==> config.mk <==
export PLATFORM = sky130hd
export DESIGN_NAME = mdu_unit
export DESIGN_NICKNAME = d
export VERILOG_FILES = /design/src/rtl/mdu_unit.sv
export SDC_FILE = /design/constraint.sdc
export NUM_CORES = 2
export LEC_CHECK = 0
export ABC_AREA = 1
export CAP_MARGIN = 20
export CORE_MARGIN = 3
export CORE_UTILIZATION = 43
export CTS_CLUSTER_DIAMETER = 60
export DETAILED_ROUTE_END_ITERATION = 16
export GPL_TIMING_DRIVEN = 0
export PLACE_DENSITY = 0.65
export SLEW_MARGIN = 40
export SYNTH_ARGS = -nofsm -noshare
export SYNTH_HDL_FRONTEND = slang
export SYNTH_SLANG_ARGS = --single-unit
==> constraint.sdc <==
create_clock -name clk -period 10.2 [get_ports clk]
set_input_delay 1.53 -clock clk [delete_from_list [all_inputs] [get_ports clk]]
set_output_delay 1.53 -clock clk [all_outputs]
set_load 0.02 [all_outputs]
==> src/rtl/mdu_unit.sv <==
`default_nettype none
// ============================================================================
// mdu_unit : multi-cycle MULT/MULTU/DIV/DIVU engine owning architectural HI/LO
// Rev 1.0  : initial release
// ============================================================================
module mdu_unit (
    input  logic        clk,
    input  logic        rst,
    input  logic [2:0]  op_i,
    input  logic [31:0] a_i,
    input  logic [31:0] b_i,
    input  logic        StallE,
    input  logic        Exception_clean,
    output logic        ALU_stall,
    output logic        ALU_done,
    output logic [31:0] hi_o,
    output logic [31:0] lo_o
);

    localparam logic [2:0] OP_MULT  = 3'b001;
    localparam logic [2:0] OP_MULTU = 3'b010;
    localparam logic [2:0] OP_DIV   = 3'b011;
    localparam logic [2:0] OP_DIVU  = 3'b100;
    localparam logic [2:0] OP_MTHI  = 3'b101;
    localparam logic [2:0] OP_MTLO  = 3'b110;

    typedef enum logic [1:0] {
        IDLE = 2'd0,
        MUL  = 2'd1,
        DIV  = 2'd2,
        DONE = 2'd3
    } state_t;

    state_t state;
    state_t state_next;

    // Latched operation context
    logic [31:0] mag_a;
    logic [31:0] mag_b;
    logic [31:0] raw_a;
    logic        neg_res;
    logic        neg_rem;
    logic        div_zero;
    logic        op_is_div;

    // Arithmetic state
    logic [63:0] prod;
    logic [31:0] rem;
    logic [31:0] quo;
    logic [4:0]  cnt;

    logic        is_muldiv;
    logic        is_mul;
    logic        is_signed_op;
    logic        accept;
    logic        commit;
    logic        mt_ok;
    logic [32:0] trial;
    logic [32:0] diff;
    logic        qbit;
    logic [63:0] prod_s;
    logic [31:0] quo_s;
    logic [31:0] rem_s;
    logic [31:0] res_hi;
    logic [31:0] res_lo;

    assign is_muldiv    = (op_i >= OP_MULT) && (op_i <= OP_DIVU);
    assign is_mul       = (op_i == OP_MULT) || (op_i == OP_MULTU);
    assign is_signed_op = (op_i == OP_MULT) || (op_i == OP_DIV);
    assign accept       = (state == IDLE) && is_muldiv && !Exception_clean;
    assign commit       = (state == DONE) && !StallE && !Exception_clean;
    assign mt_ok        = (state == IDLE) && !StallE && !Exception_clean;

    // Restoring step: shift in the next dividend bit, subtract if no borrow
    assign trial = {rem, mag_a[31]};
    assign diff  = trial - {1'b0, mag_b};
    assign qbit  = !diff[32];

    // Sign correction applied to the held raw result while in DONE
    assign prod_s = neg_res ? (64'd0 - prod) : prod;
    assign quo_s  = div_zero ? 32'hFFFF_FFFF : (neg_res ? (32'd0 - quo) : quo);
    assign rem_s  = div_zero ? raw_a : (neg_rem ? (32'd0 - rem) : rem);
    assign res_hi = op_is_div ? rem_s : prod_s[63:32];
    assign res_lo = op_is_div ? quo_s : prod_s[31:0];

    always_ff @(posedge clk or posedge rst) begin
        if (rst) begin
            state <= IDLE;
        end else begin
            state <= state_next;
        end
    end

    always_comb begin
        state_next = state;
        ALU_stall  = 1'b0;
        ALU_done   = 1'b0;
        case (state)
            IDLE: begin
                ALU_stall = is_muldiv;
                if (accept) begin
                    state_next = is_mul ? MUL : DIV;
                end
            end
            MUL: begin
                ALU_stall  = 1'b1;
                state_next = DONE;
            end
            DIV: begin
                ALU_stall = 1'b1;
                if (cnt == 5'd0) begin
                    state_next = DONE;
                end
            end
            DONE: begin
                ALU_stall = 1'b1;
                ALU_done  = 1'b1;
                if (!StallE) begin
                    state_next = IDLE;
                end
            end
            default: state_next = IDLE;
        endcase
        if (Exception_clean) begin
            state_next = IDLE;
        end
    end

    always_ff @(posedge clk or posedge rst) begin
        if (rst) begin
            mag_a     <= 32'd0;
            mag_b     <= 32'd0;
            raw_a     <= 32'd0;
            neg_res   <= 1'b0;
            neg_rem   <= 1'b0;
            div_zero  <= 1'b0;
            op_is_div <= 1'b0;
            prod      <= 64'd0;
            rem       <= 32'd0;
            quo       <= 32'd0;
            cnt       <= 5'd0;
        end else if (accept) begin
            mag_a     <= (is_signed_op && a_i[31]) ? (32'd0 - a_i) : a_i;
            mag_b     <= (is_signed_op && b_i[31]) ? (32'd0 - b_i) : b_i;
            raw_a     <= a_i;
            neg_res   <= is_signed_op && (a_i[31] ^ b_i[31]);
            neg_rem   <= is_signed_op && a_i[31];
            div_zero  <= (b_i == 32'd0);
            op_is_div <= !is_mul;
            rem       <= 32'd0;
            quo       <= 32'd0;
            cnt       <= 5'd31;
        end else if (state == MUL) begin
            prod <= {32'd0, mag_a} * {32'd0, mag_b};
        end else if (state == DIV) begin
            // mag_a doubles as the dividend shift register
            mag_a <= {mag_a[30:0], 1'b0};
            rem   <= qbit ? diff[31:0] : trial[31:0];
            quo   <= {quo[30:0], qbit};
            cnt   <= cnt - 5'd1;
        end
    end

    always_ff @(posedge clk or posedge rst) begin
        if (rst) begin
            hi_o <= 32'd0;
            lo_o <= 32'd0;
        end else if (commit) begin
            hi_o <= res_hi;
            lo_o <= res_lo;
        end else if (mt_ok) begin
            if (op_i == OP_MTHI) begin
                hi_o <= a_i;
            end
            if (op_i == OP_MTLO) begin
                lo_o <= a_i;
            end
        end
    end

endmodule
`default_nettype wire

==> flow_metrics.py <==
metrics = {
    "run_status": {
        "status": "finished clean",
    },
    "clock_tree": {
        "cts_resized": 0,
        "htreeDepth": 2,
        "clock_latency_ps": 620,
        "cts_root_buf": "clkbuf_16",
        "numCtsBuffers": 41,
        "clock-sinks": 299,
        "ctsLongestPathBuffers": 3,
        "cts_tree": "done",
        "hold_buffers": 0,
        "post_cts_buffers": 0,
        "clk_pin_slew_ps": 60,
    },
    "setup_path": {
        "required_ps": 10650,
        "critPathKind": "reg2reg",
        "setup.worst_path.end_class": "flop",
        "critPathLaunchType": "flop",
        "crit_arrival_ps": 9110,
        "worstPathMaxFanout": 10,
    },
    "drt": {
        "drcViolationCount": 0,
        "drtIter0Drc": 6513,
        "wl_per_cell_um": 26.2,
        "num_vias": 55000,
        "postRouteWirelength_mm": 259,
        "first_pass_iters": 6,
        "ant_nets": 0,
        "post_drt_via_cell_ratio": 5.55,
    },
    "layout": {
        "layout-drive-gt1-share_pct": 4.33,
        "fin_nets": 9395,
        "mostFrequentLayoutCells": "nand2_1 (2217), inv_1 (1898), fa_1 (897)",
        "areaGrowthSynthToFinish_pct": 9.25,
        "final_area_sq_mm": 0.0615,
        "stdcell_count": 9897,
        "mostFrequentLayoutCell": "nand2_1",
    },
    "synthesis": {
        "yosysTopAreaCell": "fa_1",
        "synthesis.instances": 7932,
        "yosys_warnings": 0,
        "syn-num-nets": 9208,
        "synth_area_per_cell_sq_um": 7.10,
        "synth.distinct_cells": 57,
        "synth_area_leaders": "fa_1 (32%), nand2_1 (15%), dfrtp_1 (13%)",
        "synth_top_area_share_pct": 31.9,
        "async_reset_ff_share_pct": 100,
        "syn-cell-area_sq_mm": 0.0563,
        "ys_ff_latch": 299,
        "seq_area_frac_synth_pct": 13.3,
        "synth_edf_count": 0,
        "synth_ff_type": "dfrtp_1",
    },
    "timing": {
        "report.final.slew_viol_count": 0,
        "skew_ps": 45.4,
        "period_share_pct": 84.9,
        "fmax_mhz": 115,
        "worst_pin_slew_ps": 1040,
        "slew_headroom_pct": 30.4,
        "finalSetupTns_ps": 0,
        "rsz0062_at_grt": "no",
        "final.min_clock_period_ps": 8660,
        "setup_viol": 0,
        "hold_slack_ps": 479,
        "finalHoldViolCount": 0,
    },
    "global_routing": {
        "first_global_vias": 54100,
        "grt_max_degree": 74,
        "grt_remaining_overflow": 0,
        "grtUsageTotal_pct": 38.2,
        "grt_pass1_wl_mm": 374,
        "antenna_found_initial": 15,
    },
    "die": {
        "die_w_um": 368,
        "start_util_pct": 43.4,
        "core.rowCount": 132,
        "io_pins": 137,
        "dieArea_sq_mm": 0.135,
        "die_h_um": 368,
        "core_area_sq_mm": 0.130,
    },
    "place": {
        "hpwl_mm": 213,
        "place_inst": 9817,
        "place.gp.congestion": 1.09,
        "io_buffers": 136,
        "placed_area_sq_mm": 0.0601,
    },
    "hold_path": {
        "hp-class": "reg2reg",
    },
    "flow_run": {
        "drv_cap": 0,
    },
}
cells by family (layout without fill, tap and decap cells):
kind of cell	Yosys count	count (layout)	synth area share, %
simple gates	3342	3342	24.2
buf+inv	2292	2506	15.5
fa+ha+maj	1205	1205	38.8
compound gates	717	717	7.01
flops	299	299	13.3
xor+xnor	77	77	1.20
other cells	0	9	0
metrics by stage:
stage,setup slack [ps],util (%)
3_5_place_dp,1730,46.4
2_1_floorplan,409,-
6_report,1540,47.4
3_3_place_gp,-3910,46.1
4_1_cts,1700,47.4
5_1_grt,1520,47.4
sequential cells by signal (all words and copies together) (netlist names):
signal	cells
hi_o	32
lo_o	32
div_zero	1
op_is_div	1
cnt	5
raw_a	32
neg_res	1
neg_rem	1
prod	64
mag_a	32
state	2
rem	32
mag_b	32
quo	32
path summary, 6_finish.rpt:
path	from	endpoint	slack [ps]	depth (start not counted)
setup / recovery	mag_a[7]	prod[31]	1540	24
hold / removal	cnt[4]	cnt[4]	480	1
setup reg to reg	mag_a[7]	prod[31]	1540	24
hold reg to reg	cnt[4]	cnt[4]	480	1
max in group asynchronous	rst	mag_b[19]	7790	4
min in group asynchronous	rst	hi_o[27]	1340	2
Yosys cell counts (all sizes together), types with 27 or more instances:
cell type  number
nor3           49
fa            897
nand2        2253
xnor2          36
a21oi         263
o211ai         31
o21ai         312
nand4          48
dfrtp         299
clkbuf        313
nand3         339
nand3b         27
ha            308
inv          1909
buf            66
o22ai          37
nor2          602
xor2           41
critical path, stage by stage (launching register included):
cell and delay, ps:
dfrtp_1 320, clkbuf_1 620, clkbuf_1 760, nand2_1 200, fa_1 570, inv_1 60, fa_1 490, inv_1 60
fa_1 550, inv_1 50, fa_1 490, fa_1 440, fa_1 550, fa_1 450, fa_1 640, ha_1 370
a21oi_1 380, o21ai_0 290, inv_1 110, nand2_1 140, a21oi_1 150, nand2_1 210, or2_2 340, nand3_1 140
o21ai_0 140
layout make-up:
| type | instances | area [sq um] |
|---|---|---|
| diodes | 9 | 22.5 |
| plain buffers | 379 | 1720 |
| clock buffers | 49 | 1080 |
| clock inverters | 21 | 223 |
| fillers | 13400 | 68200 |
| inverters | 1913 | 7190 |
| multi-input cells | 5341 | 40100 |
| flip-flops and latches | 299 | 7480 |
| well taps | 1742 | 2180 |
| repair buffers | 144 | 1540 |
routing by layer:
metal | GRT usage, % | vias up | wire length, um
li1 | - | 23800 | -
met1 | 49.8 | 26900 | 98400
met2 | 55.2 | 3531 | 107000
met3 | 11.8 | 769 | 33600
met4 | 23.6 | 22 | 20200
met5 | 0 | - | 173
Power is left out: the tool's default activity adds up to more than one toggle a clock period on the data nets, which glitch-free logic cannot reach.
